==> config.mk <==
export PLATFORM = sky130hd
export DESIGN_NAME = ad9361_cfg_seq
export DESIGN_NICKNAME = d
export VERILOG_FILES = /design/src/rtl/ad9361_cfg_seq.sv
export SDC_FILE = /design/constraint.sdc
export NUM_CORES = 1
export LEC_CHECK = 0
export ABC_CLOCK_PERIOD_IN_PS = 3050
export CORE_MARGIN = 4
export CORE_UTILIZATION = 41
export CTS_CLUSTER_DIAMETER = 120
export DETAILED_ROUTE_END_ITERATION = 16
export GPL_TIMING_DRIVEN = 0
export RECOVER_POWER = 50
export REMOVE_ABC_BUFFERS = 1
export SYNTH_ARGS = -nofsm -noshare
export SYNTH_HDL_FRONTEND = slang
export SYNTH_SLANG_ARGS = --single-unit
==> constraint.sdc <==
create_clock -name sys_clk -period 3.05 [get_ports sys_clk]
set_input_delay 0.7625 -clock sys_clk [delete_from_list [all_inputs] [get_ports sys_clk]]
set_output_delay 0.7625 -clock sys_clk [all_outputs]
set_load 0.03 [all_outputs]
==> src/rtl/ad9361_cfg_seq.sv <==
// ad9361_cfg_seq: table-driven AD9361 configuration sequencer.
// Walks ROM words (WR/POLL/WAIT/END) and drives the SPI driver handshake.
module ad9361_cfg_seq #(
  parameter int ROM_AW     = 12,
  parameter int NFLAG      = 16,
  parameter int TICK_DIV   = 20,
  parameter int POLL_MAX   = 1000,
  parameter int POLL_GAP   = 1000,
  parameter bit AUTO_START = 1'b1
) (
  input  logic              sys_clk,
  input  logic              sys_rst_n,
  input  logic              start,
  output logic [ROM_AW-1:0] rom_addr,
  input  logic [25:0]       rom_data,
  output logic [9:0]        spi_addr,
  output logic [7:0]        spi_wdata,
  output logic              spi_wr_rdn,
  output logic              spi_req,
  input  logic              spi_busy,
  input  logic [7:0]        spi_rdata,
  input  logic              spi_rdata_en,
  output logic              cfg_busy,
  output logic              cfg_done,
  output logic              cfg_err,
  output logic [ROM_AW-1:0] err_index,
  output logic [NFLAG-1:0]  flags,
  output logic [ROM_AW-1:0] cur_index
);

  localparam logic [3:0] S_IDLE   = 4'd0;
  localparam logic [3:0] S_FETCH  = 4'd1;
  localparam logic [3:0] S_LATCH  = 4'd2;
  localparam logic [3:0] S_DECODE = 4'd3;
  localparam logic [3:0] S_ISSUE  = 4'd4;
  localparam logic [3:0] S_ACK    = 4'd5;
  localparam logic [3:0] S_RDWAIT = 4'd6;
  localparam logic [3:0] S_CHECK  = 4'd7;
  localparam logic [3:0] S_DELAY  = 4'd8;
  localparam logic [3:0] S_NEXT   = 4'd9;
  localparam logic [3:0] S_DONE   = 4'd10;
  localparam logic [3:0] S_ERR    = 4'd11;

  localparam logic [1:0] OP_WR   = 2'b00;
  localparam logic [1:0] OP_POLL = 2'b01;
  localparam logic [1:0] OP_WAIT = 2'b10;

  localparam int TW = (TICK_DIV > 1) ? $clog2(TICK_DIV) : 1;
  localparam int PW = (POLL_MAX > 1) ? $clog2(POLL_MAX) : 1;
  localparam logic [TW-1:0] TICK_LAST = TW'(TICK_DIV - 1);
  localparam logic [PW-1:0] ATT_LAST = PW'(POLL_MAX - 1);
  localparam logic [ROM_AW-1:0] IDX_LAST = '1;

  logic [3:0]        state_q, state_d;
  logic [ROM_AW-1:0] idx_q, idx_d;
  logic [25:0]       word_q, word_d;
  logic [PW-1:0]     att_q, att_d;
  logic [TW-1:0]     tick_q, tick_d;
  logic [23:0]       dly_q, dly_d;
  logic              retry_q, retry_d;
  logic [7:0]        rdata_q, rdata_d;
  logic [9:0]        spi_addr_q, spi_addr_d;
  logic [7:0]        spi_wdata_q, spi_wdata_d;
  logic              spi_wr_q, spi_wr_d;
  logic              spi_req_q, spi_req_d;
  logic              done_q, done_d;
  logic              err_q, err_d;
  logic [ROM_AW-1:0] eidx_q, eidx_d;
  logic [NFLAG-1:0]  flags_q, flags_d;
  logic              armed_q, armed_d;

  logic [1:0] op;
  logic [9:0] f_addr;
  logic [7:0] f_lo;
  logic       f_pol;
  logic [4:0] f_id;
  logic       pass;
  logic       launch;

  assign op     = word_q[25:24];
  assign f_addr = word_q[17:8];
  assign f_lo   = word_q[7:0];
  assign f_pol  = word_q[23];
  assign f_id   = word_q[22:18];
  assign pass   = ((rdata_q & f_lo) == (f_pol ? f_lo : 8'h00));

  always_comb begin
    state_d     = state_q;
    idx_d       = idx_q;
    word_d      = word_q;
    att_d       = att_q;
    tick_d      = tick_q;
    dly_d       = dly_q;
    retry_d     = retry_q;
    rdata_d     = rdata_q;
    spi_addr_d  = spi_addr_q;
    spi_wdata_d = spi_wdata_q;
    spi_wr_d    = spi_wr_q;
    spi_req_d   = spi_req_q;
    done_d      = done_q;
    err_d       = err_q;
    eidx_d      = eidx_q;
    flags_d     = flags_q;
    armed_d     = armed_q;
    launch      = 1'b0;
    unique case (state_q)
      S_IDLE:  launch = start | armed_q;
      S_FETCH: state_d = S_LATCH;
      S_LATCH: begin
        word_d  = rom_data;
        state_d = S_DECODE;
      end
      S_DECODE: begin
        unique case (op)
          OP_WR, OP_POLL: state_d = S_ISSUE;
          OP_WAIT: begin
            if (word_q[23:0] == 24'd0) begin
              state_d = S_NEXT;
            end else begin
              dly_d   = word_q[23:0];
              tick_d  = '0;
              retry_d = 1'b0;
              state_d = S_DELAY;
            end
          end
          default: begin
            done_d  = 1'b1;
            state_d = S_DONE;
          end
        endcase
      end
      S_ISSUE: begin
        if (!spi_busy) begin
          spi_addr_d  = f_addr;
          spi_wdata_d = f_lo;
          spi_wr_d    = (op == OP_WR);
          spi_req_d   = 1'b1;
          state_d     = S_ACK;
        end
      end
      S_ACK: begin
        if (spi_busy) begin
          spi_req_d = 1'b0;
          state_d   = (op == OP_WR) ? S_NEXT : S_RDWAIT;
        end
      end
      S_RDWAIT: begin
        if (spi_rdata_en) begin
          rdata_d = spi_rdata;
          state_d = S_CHECK;
        end
      end
      S_CHECK: begin
        if (pass) begin
          // ids beyond NFLAG match no bit, so the flag write is dropped
          for (int i = 0; i < NFLAG; i++) begin
            if (f_id == 5'(i)) flags_d[i] = 1'b1;
          end
          state_d = S_NEXT;
        end else if (att_q < ATT_LAST) begin
          att_d = att_q + 1'b1;
          if (POLL_GAP == 0) begin
            state_d = S_ISSUE;
          end else begin
            dly_d   = 24'(POLL_GAP);
            tick_d  = '0;
            retry_d = 1'b1;
            state_d = S_DELAY;
          end
        end else begin
          err_d   = 1'b1;
          eidx_d  = idx_q;
          state_d = S_ERR;
        end
      end
      S_DELAY: begin
        if (tick_q == TICK_LAST) begin
          tick_d = '0;
          dly_d  = dly_q - 24'd1;
          if (dly_q == 24'd1) state_d = retry_q ? S_ISSUE : S_NEXT;
        end else begin
          tick_d = tick_q + 1'b1;
        end
      end
      S_NEXT: begin
        att_d = '0;
        if (idx_q == IDX_LAST) begin
          done_d  = 1'b1;
          state_d = S_DONE;
        end else begin
          idx_d   = idx_q + 1'b1;
          state_d = S_FETCH;
        end
      end
      S_DONE, S_ERR: launch = start;
      default: state_d = S_IDLE;
    endcase
    if (launch) begin
      flags_d = '0;
      done_d  = 1'b0;
      err_d   = 1'b0;
      eidx_d  = '0;
      idx_d   = '0;
      att_d   = '0;
      armed_d = 1'b0;
      state_d = S_FETCH;
    end
  end

  always_ff @(posedge sys_clk or negedge sys_rst_n) begin
    if (!sys_rst_n) begin
      state_q     <= S_IDLE;
      idx_q       <= '0;
      word_q      <= '0;
      att_q       <= '0;
      tick_q      <= '0;
      dly_q       <= '0;
      retry_q     <= 1'b0;
      rdata_q     <= '0;
      spi_addr_q  <= '0;
      spi_wdata_q <= '0;
      spi_wr_q    <= 1'b0;
      spi_req_q   <= 1'b0;
      done_q      <= 1'b0;
      err_q       <= 1'b0;
      eidx_q      <= '0;
      flags_q     <= '0;
      armed_q     <= AUTO_START;
    end else begin
      state_q     <= state_d;
      idx_q       <= idx_d;
      word_q      <= word_d;
      att_q       <= att_d;
      tick_q      <= tick_d;
      dly_q       <= dly_d;
      retry_q     <= retry_d;
      rdata_q     <= rdata_d;
      spi_addr_q  <= spi_addr_d;
      spi_wdata_q <= spi_wdata_d;
      spi_wr_q    <= spi_wr_d;
      spi_req_q   <= spi_req_d;
      done_q      <= done_d;
      err_q       <= err_d;
      eidx_q      <= eidx_d;
      flags_q     <= flags_d;
      armed_q     <= armed_d;
    end
  end

  assign rom_addr   = idx_q;
  assign cur_index  = idx_q;
  assign spi_addr   = spi_addr_q;
  assign spi_wdata  = spi_wdata_q;
  assign spi_wr_rdn = spi_wr_q;
  assign spi_req    = spi_req_q;
  assign cfg_done   = done_q;
  assign cfg_err    = err_q;
  assign err_index  = eidx_q;
  assign flags      = flags_q;
  assign cfg_busy   = !((state_q == S_IDLE) || (state_q == S_DONE) ||
                        (state_q == S_ERR));

endmodule
==> results of run 1 <==
==> sequential cells by signal, summed over array words and instances (netlist names) <==
register	cells
armed_q	1
state_q	4
att_q	10
spi_req	1
spi_wdata	8
cfg_err	1
spi_wr_rdn	1
dly_q	24
err_index	12
tick_q	5
word_q	26
rdata_q	8
cur_index	12
cfg_done	1
spi_addr	10
retry_q	1
flags	16
==> kinds of logic after synthesis <==
kind of cell	synth area share (%)
xor gates and xnor gates	2.582
adders and majority gates	0.8781
and+or+nand+nor	16.98
AOI/OAI and AO/OA	14.52
muxes	9.835
DFF	49.54
buffers and inverters	5.655
==> Yosys cell counts (5+ instances only) <==
master | n | area (um^2)
clkbuf_1 | 26 | 97.59
nor2b_1 | 8 | 50.05
mux2i_1 | 7 | 70.07
nand4_1 | 5 | 31.28
o41ai_1 | 14 | 122.6
and2_1 | 5 | 31.28
ha_1 | 5 | 62.56
nor3_1 | 29 | 145.1
nand2_1 | 39 | 146.4
a31oi_1 | 6 | 37.54
mux2_2 | 56 | 630.6
buf_4 | 12 | 90.09
xnor2_1 | 16 | 140.1
o21ai_0 | 48 | 240.2
nand2b_1 | 7 | 43.79
nor4_1 | 14 | 87.58
nand3_1 | 37 | 185.2
nor2_1 | 56 | 210.2
a21o_1 | 5 | 37.54
a22oi_1 | 11 | 82.58
or3_1 | 8 | 50.05
xor2_1 | 5 | 43.79
o31ai_1 | 8 | 60.06
dfrtp_1 | 140 | 3503
o21ai_1 | 5 | 25.02
a21oi_1 | 31 | 155.2
o22ai_1 | 10 | 62.56
inv_1 | 30 | 112.6
==> routing by layer <==
metal / vias up / share of wire (%)
li1: 2760 / -
met1: 2846 / 46
met2: 198 / 46
met4: 0 / 1.3
met5: - / 0
met3: 22 / 6.7
==> through the flow <==
| stage | total power [mW] | worst slack (ns) | util, % | TNS, ns | hold WS (ns) |
|---|---|---|---|---|---|
| 4_1_cts | 7.857 | 0.002218 | 53.53 | 0 | 0.2762 |
| 3_3_place_gp | 5.772 | -4.562 | 49.00 | -758.07 | 0.4635 |
| 5_1_grt | 8.329 | 0.03230 | 53.44 | 0 | 0.5105 |
| 6_report | 7.788 | 0.1402 | 53.44 | 0 | 0.4785 |
| 3_5_place_dp | 5.919 | -0.7489 | 50.00 | -14.58 | 0.4702 |
| 2_1_floorplan | 4.859 | -0.1751 | - | -2.147 | 0.4557 |
==> tightest hold or removal path: cells and delay by family, from the launching register on <==
kind	cells	cell delay, ns
compound gates	1	0.06
flops	1	0.34
simple gates	1	0.05
==> cell usage in the layout, fill, tap and decap left out, types with 5 or more instances in the layout <==
cell and instances:
dfrtp_1 136, clkdlybuf4s50_1 110, mux2_2 56, nor2_1 55, o21ai_0 48, nand2_1 39, nand3_1 37, a21oi_1 31
inv_1 30, nor3_1 27, clkbuf_16 17, xnor2_1 16, o41ai_1 14, nor4_1 13, a22oi_1 11, o22ai_1 10
nor2b_1 8, o31ai_1 8, nand2b_1 7, mux2i_1 7, a31oi_1 6, or3_1 6, clkbuf_1 6, buf_4 6
xor2_1 5, nand4_1 5, a21o_1 5, ha_1 5
==> power by group through the flow <==
stage	Combinational, mW	Clock (mW)	Sequential (mW)
CTS	2.83	1.92	3.11
global placement	2.67	0	3.10
global route	3.11	2.00	3.22
detailed placement	2.78	0	3.14
floorplan	1.72	0	3.14
finish	2.81	1.86	3.12
==> what timing repair did <==
item | CTS | global route
hold buffers | 0 | 0
gates resized for setup | 7 | 5
setup endpoints to repair | 24 | 33
buffers inserted | 5 | 0
endpoints found under the hold margin | 0 | 0
pin swaps | 2 | 0
==> layout make-up <==
type                       count  share of cell area (%)
inverter                      30                   1.253
tap                          220                   3.063
multi-input combinational    486                   36.15
clock inverter                 6                  0.4037
sequential                   141                   39.33
clock buffer                  25                   5.513
timing repair buffer         127                   14.28
==> worst paths after layout <==
| check | startpoint | endpoint | slack [ns] | depth (start not counted) |
|---|---|---|---|---|
| worst max-delay path | state_q[0] | cfg_busy | 0.14 | 4 |
| min in group asynchronous | sys_rst_n | flags[6] | 1.12 | 1 |
| worst min register to register | flags[11] | flags[11] | 0.48 | 2 |
| worst max register to register | state_q[0] | word_q[16] | 0.25 | 5 |
| max in group asynchronous | sys_rst_n | state_q[3] | 0.49 | 1 |
| worst min-delay path | flags[11] | flags[11] | 0.48 | 2 |
==> impl_metrics.csv, run 1 <==
group,metric,value,unit
status,status,"finished with violations",
status,violations,"capacitance limit, slew limit",
routing,firstDrtPassIters,5,
finish,multi_input_comb_area,3249,um^2
timing,rsz0062_at_grt,"false",
timing,worstMarginPinSlew,2.236,ns
finish,nFillCells,1499,
clock_network,clockRootBuffer,"clkbuf_16",
timing,finalMaxSlewViolations,47,
power,internal_power,4.805,mW
synthesis,yosysWarnings,0,
placement,dp_hpwl,12580,um
power,p_leak,3.656,nW
setup_path,worstPathCellList,"nor3_1 > a21oi_1 > or2_2 > clkdlybuf4s50_1",
grt,grtUsageTotal,18.88,%
setup_path,cpPeakStageDelay,0.61,ns
routing,antenna_left,0,
finish,final_area,8987,um^2
power,seqPwrFrac,40.1,%
floorplanning,coreArea,16820,um^2
power,powerDensity,866.6,nW/um^2
placement,place_congestion,0.8452,
power,p_clk_share,23.9,%
grt,grt_use_met1,26.58,%
setup_path,startpoint_type,"register",
placement,portBuffers,113,
setup_path,crit_type,"reg2out",
clock_network,h-tree-depth,4,
synthesis,syn_avg_cell_area,10.11,um^2
grt,grt_pass1_wl,30370,um
timing,finalHoldViolations,0,
timing,fin_crit_sh,95.40,%
synthesis,netlist_area,7124,um^2
finish,nets,847,
clock_network,clk_pin_slew,0.06,ns
grt,antenna_found_initial,0,
run,cap_viol_max_count,1,
setup_path,crit_family,"buffers and inverters",
clock_network,clkSinkCount,141,
finish,regArea,3535,um^2
clock_network,cts_tree,"yes",
timing,finalClockSkew,0.008192,ns
grt,gr-total-overflow,0,
routing,vias,5826,
grt,busiest_layer,"met2",
synthesis,synth_edf_count,0,
synthesis,seq_area_frac_synth,49.54,%
timing,maxSlewHeadroom,-49.05,%
synthesis,synthArstFlopShare,100.0,%
power,peakVddDrop,0.4960,mV
floorplanning,die_area,19550,um^2
finish,drive_above_1_share,14.36,%
timing,fin_crit,2.910,ns
routing,drt_iter0_markers,555,
finish,antenna_cells,0,
floorplanning,start_util,42.36,%
setup_path,crit_required,2.29,ns
floorplanning,die_w,139.8,um
floorplanning,num_rows,47,
clock_network,clock_path_buffers,2,
clock_network,clk-insertion-delay-late,0.42,ns
floorplanning,io_pins,114,
synthesis,synth_cell_types,62,
setup_path,crit_arrival,2.15,ns
placement,placed_cell_area,8409,um^2
routing,viasPerCell,5.629,
routing,drc_errors,0,
finish,instances_no_fill,1035,
routing,drt_wl_total,17890,um
setup_path,crit_fanout,19,
power,swShare,38.31,%
setup_path,slowest_stage,"clkdlybuf4s50_1",
synthesis,synth_seq_cells,141,
placement,place_inst,999,
grt,use_met3,4.220,%
grt,grt_pass1_vias,5684,
grt,grt_max_degree,96,
synthesis,synth_ff_type,"dfrtp_1",
timing,finalSetupViolations,0,
clock_network,cts_buffers,17,
hold_path,hold_class,"reg2reg",
power,switchingPower,2.983,mW
routing,wl_per_cell,17.28,um
setup_path,crit_buf_inv,1,
setup_path,critPathCaptureType,"primary output",
timing,fmax,343.7,MHz
grt,met2_usage,29.25,%
finish,syn2layout_area_growth,26.15,%
floorplanning,die_y,139.8,um
synthesis,syn_inst,705,
power,combPwrFrac,36.1,%
Note: power is estimated with default switching activity, not from simulation.
==> inputs of run 2 (changes only) <==
SLEW_MARGIN = 20   (was not set)
==> impl_metrics.csv, run 2 (synthesis gave the netlist of run 1 again) <==
group,metric,value,unit
routing,drt_wl_total,17890,um
setup_path,startpoint_type,"register",
finish,layout_common_cells,"dfrtp_1 (136), clkdlybuf4s50_1 (111), mux2_2 (56)",
clock_network,clkSinkCount,141,
setup_path,regToRegStartpoint,"word_q[0]",
floorplanning,io_pins,114,
clock_network,clk-insertion-delay-late,0.42,ns
timing,timing.setup.tns,0,ns
finish,multi_input_comb_area,3253,um^2
hold_path,hold_class,"reg2reg",
floorplanning,coreArea,16820,um^2
floorplanning,die_w,139.8,um
finish,regArea,3535,um^2
setup_path,crit_required,2.29,ns
timing,fmax,343.5,MHz
placement,dp_hpwl,12610,um
grt,grt_max_degree,96,
finish,final_common_cell,"dfrtp_1",
status,violations,"capacitance limit, slew limit",
routing,vias,5826,
setup_path,slowest_stage,"clkdlybuf4s50_1",
timing,finalSetupViolations,0,
placement,place_congestion,0.8452,
timing,worstMarginPinSlew,2.198,ns
setup_path,rr_worst_depth,8,
setup_path,cpPeakStageDelay,0.61,ns
routing,viasPerCell,5.618,
setup_path,crit_buf_inv,1,
placement,portBuffers,113,
timing,setup_ws,0.1392,ns
setup_path,worstSetupStartpoint,"state_q[3]",
placement,place_inst,1001,
grt,grt_pass1_wl,29760,um
status,status,"finished with violations",
timing,fin_crit_sh,95.44,%
routing,antenna_left,0,
run,cap_viol_max_count,1,
setup_path,cp.depth,4,
clock_network,clock_path_buffers,2,
finish,largest_reg_flops,26,
grt,grtUsageTotal,18.53,%
clock_network,cts_hold_buffers,0,
floorplanning,start_util,42.36,%
finish,top_register,"word_q",
floorplanning,die_area,19550,um^2
power,p_leak,3.680,nW
setup_path,crit_type,"reg2out",
power,peakVddDrop,0.4605,mV
floorplanning,die_y,139.8,um
setup_path,crit_fanout,19,
finish,drive_above_1_share,14.81,%
timing,maxSlewHeadroom,-46.56,%
finish,utilization,53.63,%
setup_path,worstPathCellList,"nor3_1 > a21oi_1 > or2_2 > clkdlybuf4s50_1",
timing,finalHoldViolations,0,
timing,rsz0062_at_grt,"false",
routing,drc_errors,0,
finish,nFillCells,1511,
timing,finalMaxSlewViolations,47,
finish,antenna_cells,0,
clock_network,h-tree-depth,4,
clock_network,cts_buffers,17,
setup_path,crit_family,"buffers and inverters",
clock_network,clk_pin_slew,0.06,ns
routing,firstDrtPassIters,5,
grt,gr-total-overflow,0,
finish,nets,849,
grt,antenna_found_initial,0,
hold_path,worstHoldPathCells,2,
setup_path,critPathCaptureType,"primary output",
setup_path,crit_arrival,2.15,ns
clock_network,clockRootBuffer,"clkbuf_16",
timing,finalClockSkew,0.008363,ns
finish,instances_no_fill,1037,
routing,drt_iter0_markers,601,
power,powerDensity,878.2,nW/um^2
clock_network,cts_tree,"yes",
hold_path,min_from,"flags[11]",
floorplanning,num_rows,47,
placement,pre_cts_slack,-0.5149,ns
routing,wl_per_cell,17.25,um
timing,fin_crit,2.911,ns
grt,grt_pass1_vias,5658,
finish,syn2layout_area_growth,26.61,%
==> run 2: cell count changes in the layout (fill, tap and decap cells not counted), sizes merged <==
| cell | before | now |
|---|---|---|
| clkbuf | 27 | 22 |
| clkinvlp | 1 | 3 |
| buf | 12 | 14 |
| dlymetal6s4s | 0 | 1 |
| dlygate4sd3 | 2 | 1 |
| clkdlybuf4s50 | 110 | 111 |
| bufinv | 0 | 2 |
| clkinv | 5 | 6 |
| clkdlybuf4s15 | 1 | 0 |
==> run 2: layout make-up <==
cell class	count	share of cell area [%]
multi-input cells	486	36.07
flip-flops and latches	141	39.19
repair buffers	129	14.16
clock buffers	20	4.952
inverters	30	1.248
well taps	220	3.052
clock inverters	11	1.332
==> run 2: final timing paths <==
| kind | slack, ns | to |
|---|---|---|
| max | 0.14 | cfg_busy |
| min | 0.48 | flags[11] |
| min reg2reg | 0.48 | flags[11] |
| max reg2reg | 0.25 | dly_q[14] |
| max in group asynchronous | 0.53 | state_q[3] |
| min in group asynchronous | 1.09 | flags[3] |
==> run 2: what timing repair did <==
item,in CTS,in global routing
pin swaps,1,0
gates cloned,0,0
endpoints found under the setup margin,24,24
resized for setup,6,4
setup buffers,5,0
==> run 2: power by group <==
| part | internal, mW | switching (mW) |
|---|---|---|
| sequential | 2.41 | 0.712 |
| clock | 1.21 | 0.773 |
| combinational | 1.28 | 1.53 |
| total | 4.90 | 3.02 |
==> run 2: worst reg2reg max path, stage by stage, from the launching register on <==
cell and delay [ns]:
dfrtp_1 0.50, a22o_1 0.20, nor3_1 0.04, a31oi_1 0.72, nor3_4 0.12, buf_4 0.25, buf_4 0.19, or3_4 0.47
o21ai_0 0.23
==> run 2: per-stage QoR <==
| step | hold WS [ns] | power, mW | area, um^2 |
|---|---|---|---|
| 2_1_floorplan | 0.4557 | 4.859 | 6834 |
| 3_3_place_gp | 0.4635 | 5.772 | 8240 |
| 3_5_place_dp | 0.4721 | 5.911 | 8404 |
| 4_1_cts | 0.2323 | 7.967 | 9030 |
| 5_1_grt | 0.5083 | 8.433 | 9020 |
| 6_report | 0.4766 | 7.921 | 9020 |
==> run 2: metal layers <==
layer | part of all wire (%) | vias up | GRT usage [%]
met4 | 1.7 | 0 | 5.354
li1 | - | 2747 | -
met5 | 0 | - | 0
met3 | 6.1 | 27 | 3.842
met2 | 46 | 210 | 28.97
met1 | 47 | 2842 | 26.18
==> inputs of run 3 (changes only) <==
--- a/config.mk
+++ b/config.mk
@@ -6,9 +6,10 @@
 export NUM_CORES = 1
 export LEC_CHECK = 0
-export ABC_CLOCK_PERIOD_IN_PS = 3050
+export ABC_CLOCK_PERIOD_IN_PS = 3400
 export CORE_MARGIN = 4
 export CORE_UTILIZATION = 41
 export CTS_CLUSTER_DIAMETER = 120
 export DETAILED_ROUTE_END_ITERATION = 16
+export DONT_BUFFER_PORTS = 1
 export GPL_TIMING_DRIVEN = 0
 export RECOVER_POWER = 50
==> constraint.sdc (replaced) <==
create_clock -name sys_clk -period 3.4 [get_ports sys_clk]
set_input_delay 0.85 -clock sys_clk [delete_from_list [all_inputs] [get_ports sys_clk]]
set_output_delay 0.85 -clock sys_clk [all_outputs]
set_load 0.1 [all_outputs]
==> impl_metrics.csv, run 3 (synthesis gave the netlist of run 1 again) <==
group,metric,value,unit
setup_path,crit_type,"reg2reg",
floorplanning,io_pins,114,
timing,fmax,307.1,MHz
clock_network,clock_path_buffers,2,
grt,grt_pass1_vias,5631,
power,switchingPower,3.344,mW
routing,viasPerCell,5.867,
routing,drt_wl_total,17930,um
clock_network,clkSinkCount,141,
placement,dp_hpwl,12490,um
routing,antenna_left,0,
clock_network,cts_setup_buffers,0,
setup_path,critPathCaptureType,"register",
clock_network,clk_pin_slew,0.07,ns
clock_network,h-tree-depth,4,
timing,finalHoldViolations,0,
setup_path,cpPeakStageDelay,0.78,ns
floorplanning,die_w,139.8,um
power,internal_power,4.187,mW
run,cap_viol_max_count,0,
setup_path,crit_arrival,3.56,ns
timing,fin_crit_sh,95.79,%
clock_network,clockRootBuffer,"clkbuf_16",
setup_path,worstPathCellList,"nand2b_1 > or3_2 > nor2_1 > o21bai_4 > nor3_4 > mux2_2",
clock_network,clk-insertion-delay-late,0.42,ns
finish,drive_above_1_share,19.56,%
floorplanning,die_y,139.8,um
routing,vias,5521,
power,swShare,44.40,%
finish,layout_common_cells,"dfrtp_1 (127), mux2_2 (56), nor2_1 (54)",
power,powerDensity,942.4,nW/um^2
finish,instances_no_fill,941,
timing,finalClockSkew,0.008719,ns
floorplanning,start_util,42.36,%
status,status,"finished, final reports clean",
timing,holdWs,0.1275,ns
clock_network,cts_tree,"yes",
power,peakVddDrop,0.5639,mV
timing,maxSlewHeadroom,26.22,%
power,seqPwrFrac,47.4,%
timing,timing.setup.tns,0,ns
power,combPwrFrac,27.3,%
timing,finalMaxSlewViolations,0,
setup_path,crit_required,3.71,ns
grt,grtUsageTotal,18.46,%
grt,grt_max_degree,142,
setup_path,crit_fanout,36,
routing,wl_per_cell,19.05,um
routing,drt_iter0_markers,449,
floorplanning,coreArea,16820,um^2
finish,largest_reg_flops,26,
timing,rsz0062_at_grt,"false",
grt,grt_pass1_wl,29610,um
power,p_clk_share,25.3,%
finish,nets,752,
timing,finalSetupViolations,0,
placement,portBuffers,0,
timing,worstMarginPinSlew,1.107,ns
setup_path,startpoint_type,"register",
grt,gr-total-overflow,0,
power,p_leak,3.300,nW
grt,antenna_found_initial,1,
setup_path,slowest_stage,"or3_2",
timing,fin_crit,3.257,ns
finish,syn2layout_area_growth,12.19,%
placement,place_congestion,0.8251,
routing,firstDrtPassIters,7,
clock_network,cts_buffers,17,
floorplanning,die_area,19550,um^2
finish,final_common_cell,"dfrtp_1",
finish,antenna_cells,0,
routing,drc_errors,0,
hold_path,hold_class,"in2async",
finish,top_register,"word_q",
floorplanning,num_rows,47,
placement,place_inst,909,
==> run 3: cell count changes in the layout (fill, tap and decap cells not counted), sizes merged <==
cell           change
inv                +5
clkinv             -2
dlygate4sd3        -1
buf                +7
clkbuf             +8
clkdlybuf4s50    -111
dlymetal6s4s       -1
clkinvlp           -1
==> run 3: critical path: cells and delay by family (launching register included) <==
family          cells  cell delay (ns)
mux                 1             0.40
simple gates        4             1.93
compound gates      1             0.21
flops               1             0.59
==> run 3: layout make-up <==
cell class,instances,area [um^2]
clock buffer,19,452.9
timing repair buffer,32,207.7
fill,1596,8826
tap,220,275.3
clock inverter,13,156.4
sequential,141,3546
multi-input combinational,486,3242
inverter,30,112.6
==> run 3: timing repair <==
| item | 4_1_cts | 5_1_grt |
|---|---|---|
| setup endpoints to repair | 23 | 21 |
| gates resized for setup | 2 | 2 |
| hold buffers | 0 | 0 |
==> run 3: worst paths after layout <==
check,slack (ns),cells after the start,startpoint,endpoint
setup / recovery,0.14,6,state_q[2],dly_q[20]
hold / removal,0.13,0,sys_rst_n,err_index[3]
setup reg to reg,0.14,6,state_q[2],dly_q[20]
hold reg to reg,0.50,2,dly_q[22],dly_q[22]
max in group asynchronous,3.05,0,sys_rst_n,armed_q
min in group sys_clk,0.50,2,dly_q[22],dly_q[22]
==> run 3: power groups by stage <==
| stage | clock network (mW) | registers, mW | logic, mW |
|---|---|---|---|
| after floorplan | 0 | 3.38 | 1.61 |
| after global placement | 0 | 3.59 | 1.91 |
| after detailed placement | 0 | 3.60 | 2.06 |
| after CTS | 1.95 | 3.57 | 2.06 |
| after global routing | 2.02 | 3.66 | 2.28 |
| final | 1.90 | 3.57 | 2.06 |
==> run 3: per-layer routing <==
layer	share of wire, %	vias up	GRT usage (%)	routed length [um]
li1	-	2570	-	-
met1	45	2712	24.72	8045
met2	46	202	28.64	8283
met3	6.7	35	5.111	1201
met4	2.1	2	7.037	382
met5	0.073	-	0	13
==> run 3: metrics by stage <==
step	total power, mW	cell area, um^2	util (%)	setup WS, ns
final	7.532	7993	47.52	0.1433
after detailed placement	5.662	7526	44.75	-0.3413
after CTS	7.585	8143	48.42	0.02142
after global routing	7.964	7993	47.52	0.01754
after global placement	5.500	7109	42.27	-1.358
after floorplan	4.989	6834	-	0.1749
